$ cat config.mk
export PLATFORM = sky130hd
export DESIGN_NAME = seq_mag_cmp
export DESIGN_NICKNAME = d
export VERILOG_FILES = /design/src/rtl/seq_cmp_pkg.sv /design/src/rtl/seq_cmp_word.sv /design/src/rtl/seq_mag_cmp.sv
export SDC_FILE = /design/constraint.sdc
export NUM_CORES = 1
export LEC_CHECK = 0
export ABC_AREA = 1
export BUFFER_PORTS_ARGS = -buffer_cell sky130_fd_sc_hd__buf_2
export CELL_PAD_IN_SITES_DETAIL_PLACEMENT = 0
export CELL_PAD_IN_SITES_GLOBAL_PLACEMENT = 1
export CORE_MARGIN = 2
export CORE_UTILIZATION = 29
export DETAILED_ROUTE_END_ITERATION = 8
export GPL_ROUTABILITY_DRIVEN = 0
export PLACE_DENSITY_LB_ADDON = 0.1
export SYNTH_ARGS = -nofsm -noshare
export SYNTH_HDL_FRONTEND = slang
export SYNTH_SLANG_ARGS = --single-unit
$ cat constraint.sdc
create_clock -name clk -period 1.1 [get_ports clk]
set_clock_uncertainty 0.05 [all_clocks]
set_input_delay 0.055 -clock clk [delete_from_list [all_inputs] [get_ports clk]]
set_output_delay 0.055 -clock clk [all_outputs]
set_load 0.03 [all_outputs]
$ cat src/rtl/seq_cmp_pkg.sv
// Shared types and the per-word compare helper for the word-serial magnitude comparator.
// SEQ_MAG_CMP_SIGNED_EN makes the most-significant word compare as two's complement.
package seq_cmp_pkg;

  localparam int unsigned CMP_MAX_W = 64;

  typedef enum logic [1:0] {
    IDLE = 2'd0,
    RUN  = 2'd1,
    DONE = 2'd2
  } state_e;

  typedef struct packed {
    logic eq;
    logic gt;
    logic lt;
  } result_t;

  // Words arrive left-aligned, so the sign bit of any word width is the top bit.
  function automatic logic [1:0] cmp_word(input logic [CMP_MAX_W-1:0] a,
                                          input logic [CMP_MAX_W-1:0] b,
                                          input logic                 is_msw);
    logic greater_u;
    logic greater_msw;
    greater_u = a > b;
`ifdef SEQ_MAG_CMP_SIGNED_EN
    greater_msw = $signed(a) > $signed(b);
`else
    greater_msw = greater_u;
`endif
    return {a != b, is_msw ? greater_msw : greater_u};
  endfunction

endpackage

$ cat src/rtl/seq_cmp_word.sv
// Combinational per-word differs/greater unit; signedness of the MSW follows
// SEQ_MAG_CMP_SIGNED_EN through seq_cmp_pkg::cmp_word.
module seq_cmp_word
  import seq_cmp_pkg::*;
#(
  parameter int unsigned W = 8
) (
  input  logic [W-1:0] a_word,
  input  logic [W-1:0] b_word,
  input  logic         is_msw,
  output logic         differs,
  output logic         greater
);

  logic [CMP_MAX_W-1:0] a_al;
  logic [CMP_MAX_W-1:0] b_al;
  logic [1:0]           res;

  assign a_al = CMP_MAX_W'(a_word) << (CMP_MAX_W - W);
  assign b_al = CMP_MAX_W'(b_word) << (CMP_MAX_W - W);
  assign res  = cmp_word(a_al, b_al, is_msw);

  assign differs = res[1];
  assign greater = res[0];

endmodule

$ cat src/rtl/seq_mag_cmp.sv
// Word-serial N_WORDS x W magnitude comparator, MSW first; eq/gt/lt held, one-cycle done.
// Define SEQ_MAG_CMP_SIGNED_EN to treat the whole operand as two's complement.
module seq_mag_cmp
  import seq_cmp_pkg::*;
#(
  parameter int unsigned W       = 8,
  parameter int unsigned N_WORDS = 4
) (
  input  logic         clk,
  input  logic         reset_n,
  input  logic         start,
  input  logic         in_valid,
  output logic         in_ready,
  input  logic [W-1:0] a_word,
  input  logic [W-1:0] b_word,
  output logic         busy,
  output logic         done,
  output logic         eq,
  output logic         gt,
  output logic         lt
);

  localparam int unsigned     CNT_W = (N_WORDS > 1) ? $clog2(N_WORDS) : 1;
  localparam logic [CNT_W-1:0] LAST = CNT_W'(N_WORDS - 1);

  state_e           state_q;
  logic [CNT_W-1:0] cnt_q;
  logic             decided_q;
  logic             greater_q;
  result_t          res_q;

  logic beat;
  logic is_msw;
  logic word_differs;
  logic word_greater;
  logic decided_n;
  logic greater_n;

  seq_cmp_word #(.W(W)) u_word (
    .a_word  (a_word),
    .b_word  (b_word),
    .is_msw  (is_msw),
    .differs (word_differs),
    .greater (word_greater)
  );

  assign is_msw   = (cnt_q == '0);
  assign in_ready = (state_q == RUN);
  assign beat     = in_valid & in_ready;
  assign busy     = (state_q != IDLE);
  assign done     = (state_q == DONE);
  assign eq       = res_q.eq;
  assign gt       = res_q.gt;
  assign lt       = res_q.lt;

  // First differing word decides; later words only ride along.
  assign decided_n = decided_q | word_differs;
  assign greater_n = decided_q ? greater_q : word_greater;

  always_ff @(posedge clk or negedge reset_n) begin
    if (!reset_n) begin
      state_q   <= IDLE;
      cnt_q     <= '0;
      decided_q <= 1'b0;
      greater_q <= 1'b0;
      res_q     <= '0;
    end else begin
      case (state_q)
        IDLE: begin
          if (start) begin
            state_q   <= RUN;
            cnt_q     <= '0;
            decided_q <= 1'b0;
            greater_q <= 1'b0;
          end
        end
        RUN: begin
          if (beat) begin
            decided_q <= decided_n;
            greater_q <= greater_n;
            cnt_q     <= cnt_q + 1'b1;
            if (cnt_q == LAST) begin
              state_q  <= DONE;
              res_q.eq <= ~decided_n;
              res_q.gt <= decided_n & greater_n;
              res_q.lt <= decided_n & ~greater_n;
            end
          end
        end
        DONE:    state_q <= IDLE;
        default: state_q <= IDLE;
      endcase
    end
  end

endmodule

==> impl_metrics.yaml, run 1 <==
global_routing:
  grt_pass1_wl_um: 2330
  grt_pass1_vias: 571
  antenna_found_initial: 0
  grt-ovfl-total: 0
  grt_max_degree: 10
  grt_usage_pct: 11.4
sta:
  slew_viol_final: 0
  period_needed_ns: 1.14
  setup_viol: 6
  slew_headroom_pct: 86.2
  finalSetupTns_ns: -0.143
  hold_viol_final: 0
  setup_ws_ns: -0.0359
  hold_ws_ns: 0.0333
  fmax_ghz: 0.880
  worst_slew_pin_slew_ns: 0.207
  fin_crit_sh_pct: 103
  grt_setup_unrepaired: "true"
hold_path:
  hold_path_startpoint: "start"
  worstHoldPathType: "input pin to flop"
  holdPathStages: 3
  min_delay_worst_endpoint: "state_q[0]$_DFFE_PN0P_"
layout:
  multi_input_area_um2: 374
  regArea_um2: 225
  antenna_cells: 0
  nFillCells: 241
  syn_to_final_growth_pct: 38.4
  drive_gt1_share_pct: 35.9
  nets: 158
power:
  clkPwrFrac_pct: 13.6
  p_int_mw: 1.05
  seqPwrFrac_pct: 30.7
  p_sw_uw: 796
  comb_power_share_pct: 55.7
  p_leak_nw: 0.572
  powerDensity_nw_per_um2: 1970
  ir_worst_vdd_mv: 1.22
  p_sw_share_pct: 43.1
floorplan:
  die_height_um: 52.4
  rows: 17
  die_width_um: 52.4
  core_um2: 2210
  die-area_um2: 2740
  io-pin-count: 26
  start_util_pct: 30.7
cts:
  cts_root_buffer: "clkbuf_4"
  tritoncts: "built"
  cts_buffers: 3
  cts_sinks: 9
  cts_buffer_depth: 2
  clk_latency_ns: 0.26
  clk_pin_slew_worst_paths_ns: 0.06
  htree_levels: 1
setup_path:
  path_buf_inv: 2
  rr_endpoint: "eq$_DFFE_PN0P_"
  slowest_stage: "dfrtp_1"
  path_cells: "nor2_2 -> inv_1 -> buf_6"
  crit_family: "flip-flops"
  cp-end-kind: "output pin"
  arrival_ns: 1.03
  r2r.worst_path.cells: 6
  start_kind: "flop"
  worstSetupPathType: "flop to output pin"
  slowest_delay_ns: 0.42
  crit_cells: 3
  cp_max_fo: 3
  rrSetupSlack_ns: -0.03
  cp.required_ns: 1.00
  r2r-start: "state_q[0]$_DFFE_PN0P_"
routing:
  ant_nets: 0
  drc_errors: 0
  wl_per_cell_um: 8.08
  viasPerCell: 4.12
  vias: 642
  routed_wl_um: 1260
  drt_iter0_markers: 8
  dr.pass1.iters: 3
synthesis:
  synth_top_cell_by_area: "dfrtp_1"
  synthTopCellsByArea: "dfrtp_1 33%, ha_1 17%, nand2_1 14%, inv_1 12%, nand3_1 5.9%"
  synth_area_per_cell_um2: 7.37
  synth.top_cell.area_share_pct: 33.2
  synth_cell_type_count: 17
  synthesis.nets: 121
  ys_seq_elements: 9
  synthCells: 92
  syn-cell-area_um2: 678
  ys_seq_area_share_pct: 33.2
  ys_warn_count: 0
placement:
  pre_cts_ws_ns: -0.126
  port_buffers: 25
  place_hpwl_um: 1050
run:
  max_cap_viol_count: 0
status:
  outcome: "complete, but fails checks"
  failed_checks: "setup timing"
-- how the worst max path moves through the flow --
| stage | slack [ns] | end | from |
|---|---|---|---|
| 6_report | -0.04 | busy | state_q[1]$_DFFE_PN0P_ |
| 5_1_grt | -0.13 | eq$_DFFE_PN0P_ | state_q[0]$_DFFE_PN0P_ |
| 4_1_cts | -0.04 | eq$_DFFE_PN0P_ | state_q[1]$_DFFE_PN0P_ |
| 3_5_place_dp | -0.13 | gt$_DFFE_PN0P_ | b_word[7] |
| 3_3_place_gp | -0.10 | lt$_DFFE_PN0P_ | cnt_q[0]$_DFFE_PN0P_ |
| 2_1_floorplan | -0.1 | eq$_DFFE_PN0P_ | state_q[0]$_DFFE_PN0P_ |
-- metrics by stage --
stage | utilization (%) | total power, mW | cell area [µm²] | std cells
2_1_floorplan | - | 1.22 | 678 | 92
3_3_place_gp | 38.6 | 1.48 | 853 | 147
3_5_place_dp | 38.6 | 1.48 | 853 | 147
4_1_cts | 41.6 | 1.84 | 921 | 154
5_1_grt | 42.4 | 2.05 | 938 | 156
6_report | 42.4 | 1.85 | 938 | 156
-- what timing repair did --
item / 4_1_cts / 5_1_grt
endpoints found under the setup margin: 7 / 11
pin swaps: 3 / 1
setup buffers: 2 / 2
hold buffers: 1 / 0
endpoints found under the hold margin: 9 / 0
resized for setup: 7 / 2
-- final cells by class --
type	instances	share of cell area (%)
repair buffers	32	20.4
well taps	28	3.73
inverters	23	9.20
clock buffers	4	2.80
multi-input cells	60	39.9
flip-flops and latches	9	24.0
-- synthesized netlist by cell type, drive strengths merged --
master / count
nand2: 29
inv: 22
dfrtp: 9
ha: 9
nand3: 9
nor2: 9
o21ai: 2
a21oi: 1
clkinv: 1
o21a: 1
-- cells by family (layout without fill, tap and decap cells) --
group	after synthesis	in the layout	share of synthesized area [%]
DFF	9	9	33.2
adders and majority gates	9	9	16.6
AOI/OAI and AO/OA	4	4	3.32
and+or+nand+nor	47	47	34.1
buffers and inverters	23	59	12.7
-- power by group through the flow --
| stage | combinational, mW | sequential [mW] | clock, mW |
|---|---|---|---|
| 2_1_floorplan | 0.559 | 0.661 | 0 |
| 3_3_place_gp | 0.912 | 0.569 | 0 |
| 3_5_place_dp | 0.908 | 0.573 | 0 |
| 4_1_cts | 0.998 | 0.568 | 0.271 |
| 5_1_grt | 1.16 | 0.589 | 0.296 |
| 6_report | 1.03 | 0.567 | 0.250 |
-- placed cells by master (no fill, tap or decap), types with 2 or more instances in the layout --
cell,Yosys,routed
nand2_1,26,25
buf_2,0,22
inv_1,21,20
dfrtp_1,9,9
nand3_1,8,8
ha_1,9,8
buf_4,0,8
nor2_1,6,5
nand2_2,2,3
clkbuf_4,0,3
inv_2,1,2
nor2_2,1,2
-- worst reg2reg max path, stage by stage, from the launching register on --
cell and delay, ns:
dfrtp_1 0.39, inv_2 0.06, nor2_4 0.14, nand2_4 0.10, nor2_8 0.12, nand2_2 0.07
o21a_1 0.10
-- state kept, by name, summed over array words and instances, names as in the netlist --
| signal | cells |
|---|---|
| decided_q | 1 |
| state_q | 2 |
| lt | 1 |
| eq | 1 |
| cnt_q | 2 |
| greater_q | 1 |
| gt | 1 |
-- metal layers --
metal	global-route usage, %	routed length, µm
met1	14.6	612
met2	17.3	568
met3	5.14	79
met4	2.56	0
met5	0	0
No activity file was read; power rests on OpenSTA's default activity.
==> inputs of run 2 (changes only) <==
--- a/config.mk
+++ b/config.mk
@@ -9,6 +9,7 @@
 export BUFFER_PORTS_ARGS = -buffer_cell sky130_fd_sc_hd__buf_2
 export CELL_PAD_IN_SITES_DETAIL_PLACEMENT = 0
 export CELL_PAD_IN_SITES_GLOBAL_PLACEMENT = 1
+export CORE_ASPECT_RATIO = 0.6
 export CORE_MARGIN = 2
 export CORE_UTILIZATION = 29
 export DETAILED_ROUTE_END_ITERATION = 8
==> run 2 against run 1 <==
Effect of this change:
- the flow still finishes with violations (setup timing)
- register-to-register slack got worse by 0.02 ns
- die area increased by 0.47%
- final area increased by 6.7%
- via count increased by 0.62%
- count of clock-buffer cells in the layout unchanged
- clock power increased by 54%
- worst setup slack got worse by 0.014 ns
- largest cell class unchanged
- largest power group unchanged
==> impl_metrics.yaml, run 2 (synthesis results as in run 1) <==
cts:
  clk_latency_ns: 0.23
  cts_buffer_depth: 2
  cts_buffers: 3
  tritoncts: "built"
  cts_sinks: 9
  clk_pin_slew_worst_paths_ns: 0.04
  htree_levels: 1
  cts_root_buffer: "clkbuf_8"
sta:
  hold_ws_ns: 0.0637
  slew_headroom_pct: 85.8
  slew_viol_final: 0
  setup_ws_ns: -0.0497
  fin_crit_sh_pct: 105
  period_needed_ns: 1.15
  hold_viol_final: 0
  fmax_ghz: 0.870
  grt_setup_unrepaired: "true"
  worst_slew_pin_slew_ns: 0.213
  setup_viol: 5
  finalSetupTns_ns: -0.146
setup_path:
  cp_max_fo: 5
  worstSetupPathType: "flop to flop"
  cp-end-kind: "flop"
  path_buf_inv: 2
  path_cells: "ha_2 -> inv_4 -> nor2_8 -> buf_4 -> o21a_1"
  r2r.worst_path.cells: 5
  cp.required_ns: 1.17
  rrSetupSlack_ns: -0.05
  slowest_delay_ns: 0.38
  rr_endpoint: "eq$_DFFE_PN0P_"
  crit_family: "flip-flops"
  slowest_stage: "dfrtp_1"
  start_kind: "flop"
  r2r-start: "cnt_q[1]$_DFFE_PN0P_"
  arrival_ns: 1.22
routing:
  drt_iter0_markers: 13
  ant_nets: 0
  viasPerCell: 4.01
  routed_wl_um: 1410
  wl_per_cell_um: 8.75
  drc_errors: 0
  vias: 646
  dr.pass1.iters: 4
layout:
  syn_to_final_growth_pct: 47.6
  top_regs: "cnt_q: 2 flops, state_q: 2 flops"
  multi_input_area_um2: 379
  final_common_cell: "nand2_1"
  nFillCells: 237
  regArea_um2: 225
  nets: 161
  final_cell_mix: "25 x nand2_1, 22 x buf_2, 18 x inv_1"
  drive_gt1_share_pct: 39.7
  antenna_cells: 0
power:
  ir_worst_vdd_mv: 1.12
  powerDensity_nw_per_um2: 2100
  p_leak_nw: 0.599
global_routing:
  grt_max_degree: 10
  grt_usage_pct: 11.6
  use_met3_pct: 5.15
  grt.busiest_layer: "met1"
  grt-ovfl-total: 0
  met1_usage_pct: 16.3
  grt_pass1_vias: 579
  met2_usage_pct: 15.2
  antenna_found_initial: 0
  grt_pass1_wl_um: 2370
status:
  failed_checks: "setup timing"
  outcome: "complete, but fails checks"
floorplan:
  rows: 13
  die_height_um: 41.5
  io-pin-count: 26
  die_width_um: 66.4
  core_um2: 2200
  start_util_pct: 30.9
  die-area_um2: 2750
run:
  max_cap_viol_count: 0
hold_path:
  min_delay_worst_endpoint: "state_q[0]$_DFFE_PN0P_"
  hold_path_startpoint: "start"
  worstHoldPathType: "input pin to flop"
  holdPathStages: 3
placement:
  port_buffers: 25
  place_hpwl_um: 1160
[run 2: metrics by stage]
step / worst slack, ns / utilization, % / instances / power (mW) / cell area (µm²)
floorplan: -0.0981 / - / 92 / 1.22 / 678
global placement: -0.108 / 40.0 / 152 / 1.55 / 878
detailed placement: -0.154 / 40.0 / 152 / 1.55 / 878
CTS: -0.0524 / 44.2 / 159 / 2.08 / 971
global route: -0.115 / 45.6 / 161 / 2.29 / 1000
finish: -0.0497 / 45.6 / 161 / 2.10 / 1000
[run 2: final cells by class]
class	instances	area share (%)
timing repair buffer	35	22.5
tap	30	3.75
multi-input combinational	60	37.9
sequential	9	22.5
inverter	23	8.88
clock buffer	4	4.50
[run 2: how the worst max path moves through the flow]
stage	end	start	cells past startpoint
2_1_floorplan	eq$_DFFE_PN0P_	state_q[0]$_DFFE_PN0P_	6
3_3_place_gp	gt$_DFFE_PN0P_	b_word[7]	10
3_5_place_dp	gt$_DFFE_PN0P_	b_word[7]	10
4_1_cts	in_ready	state_q[1]$_DFFE_PN0P_	3
5_1_grt	lt$_DFFE_PN0P_	state_q[1]$_DFFE_PN0P_	7
6_report	eq$_DFFE_PN0P_	cnt_q[1]$_DFFE_PN0P_	5
[run 2: report_power, final]
part	switching (mW)	internal, mW
Sequential	0.0957	0.474
Combinational	0.638	0.510
Clock	0.133	0.253
[run 2: timing repair]
action,4_1_cts,5_1_grt
endpoints found under the hold margin,9,0
resized for setup,11,7
pin swaps,2,2
setup buffers,2,2
hold buffers,1,0
setup endpoints to repair,7,11
[run 2: worst min-delay path: cells and delay by family]
family / cells / cell delay, ns
buffers and inverters: 1 / 0.08
AND/OR/NAND/NOR: 2 / 0.17
[run 2: routing by layer]
layer	share of wire (%)	wire length, µm
met1	55	771
met2	35	496
met3	8.0	113
met4	1.9	27
met5	0	0
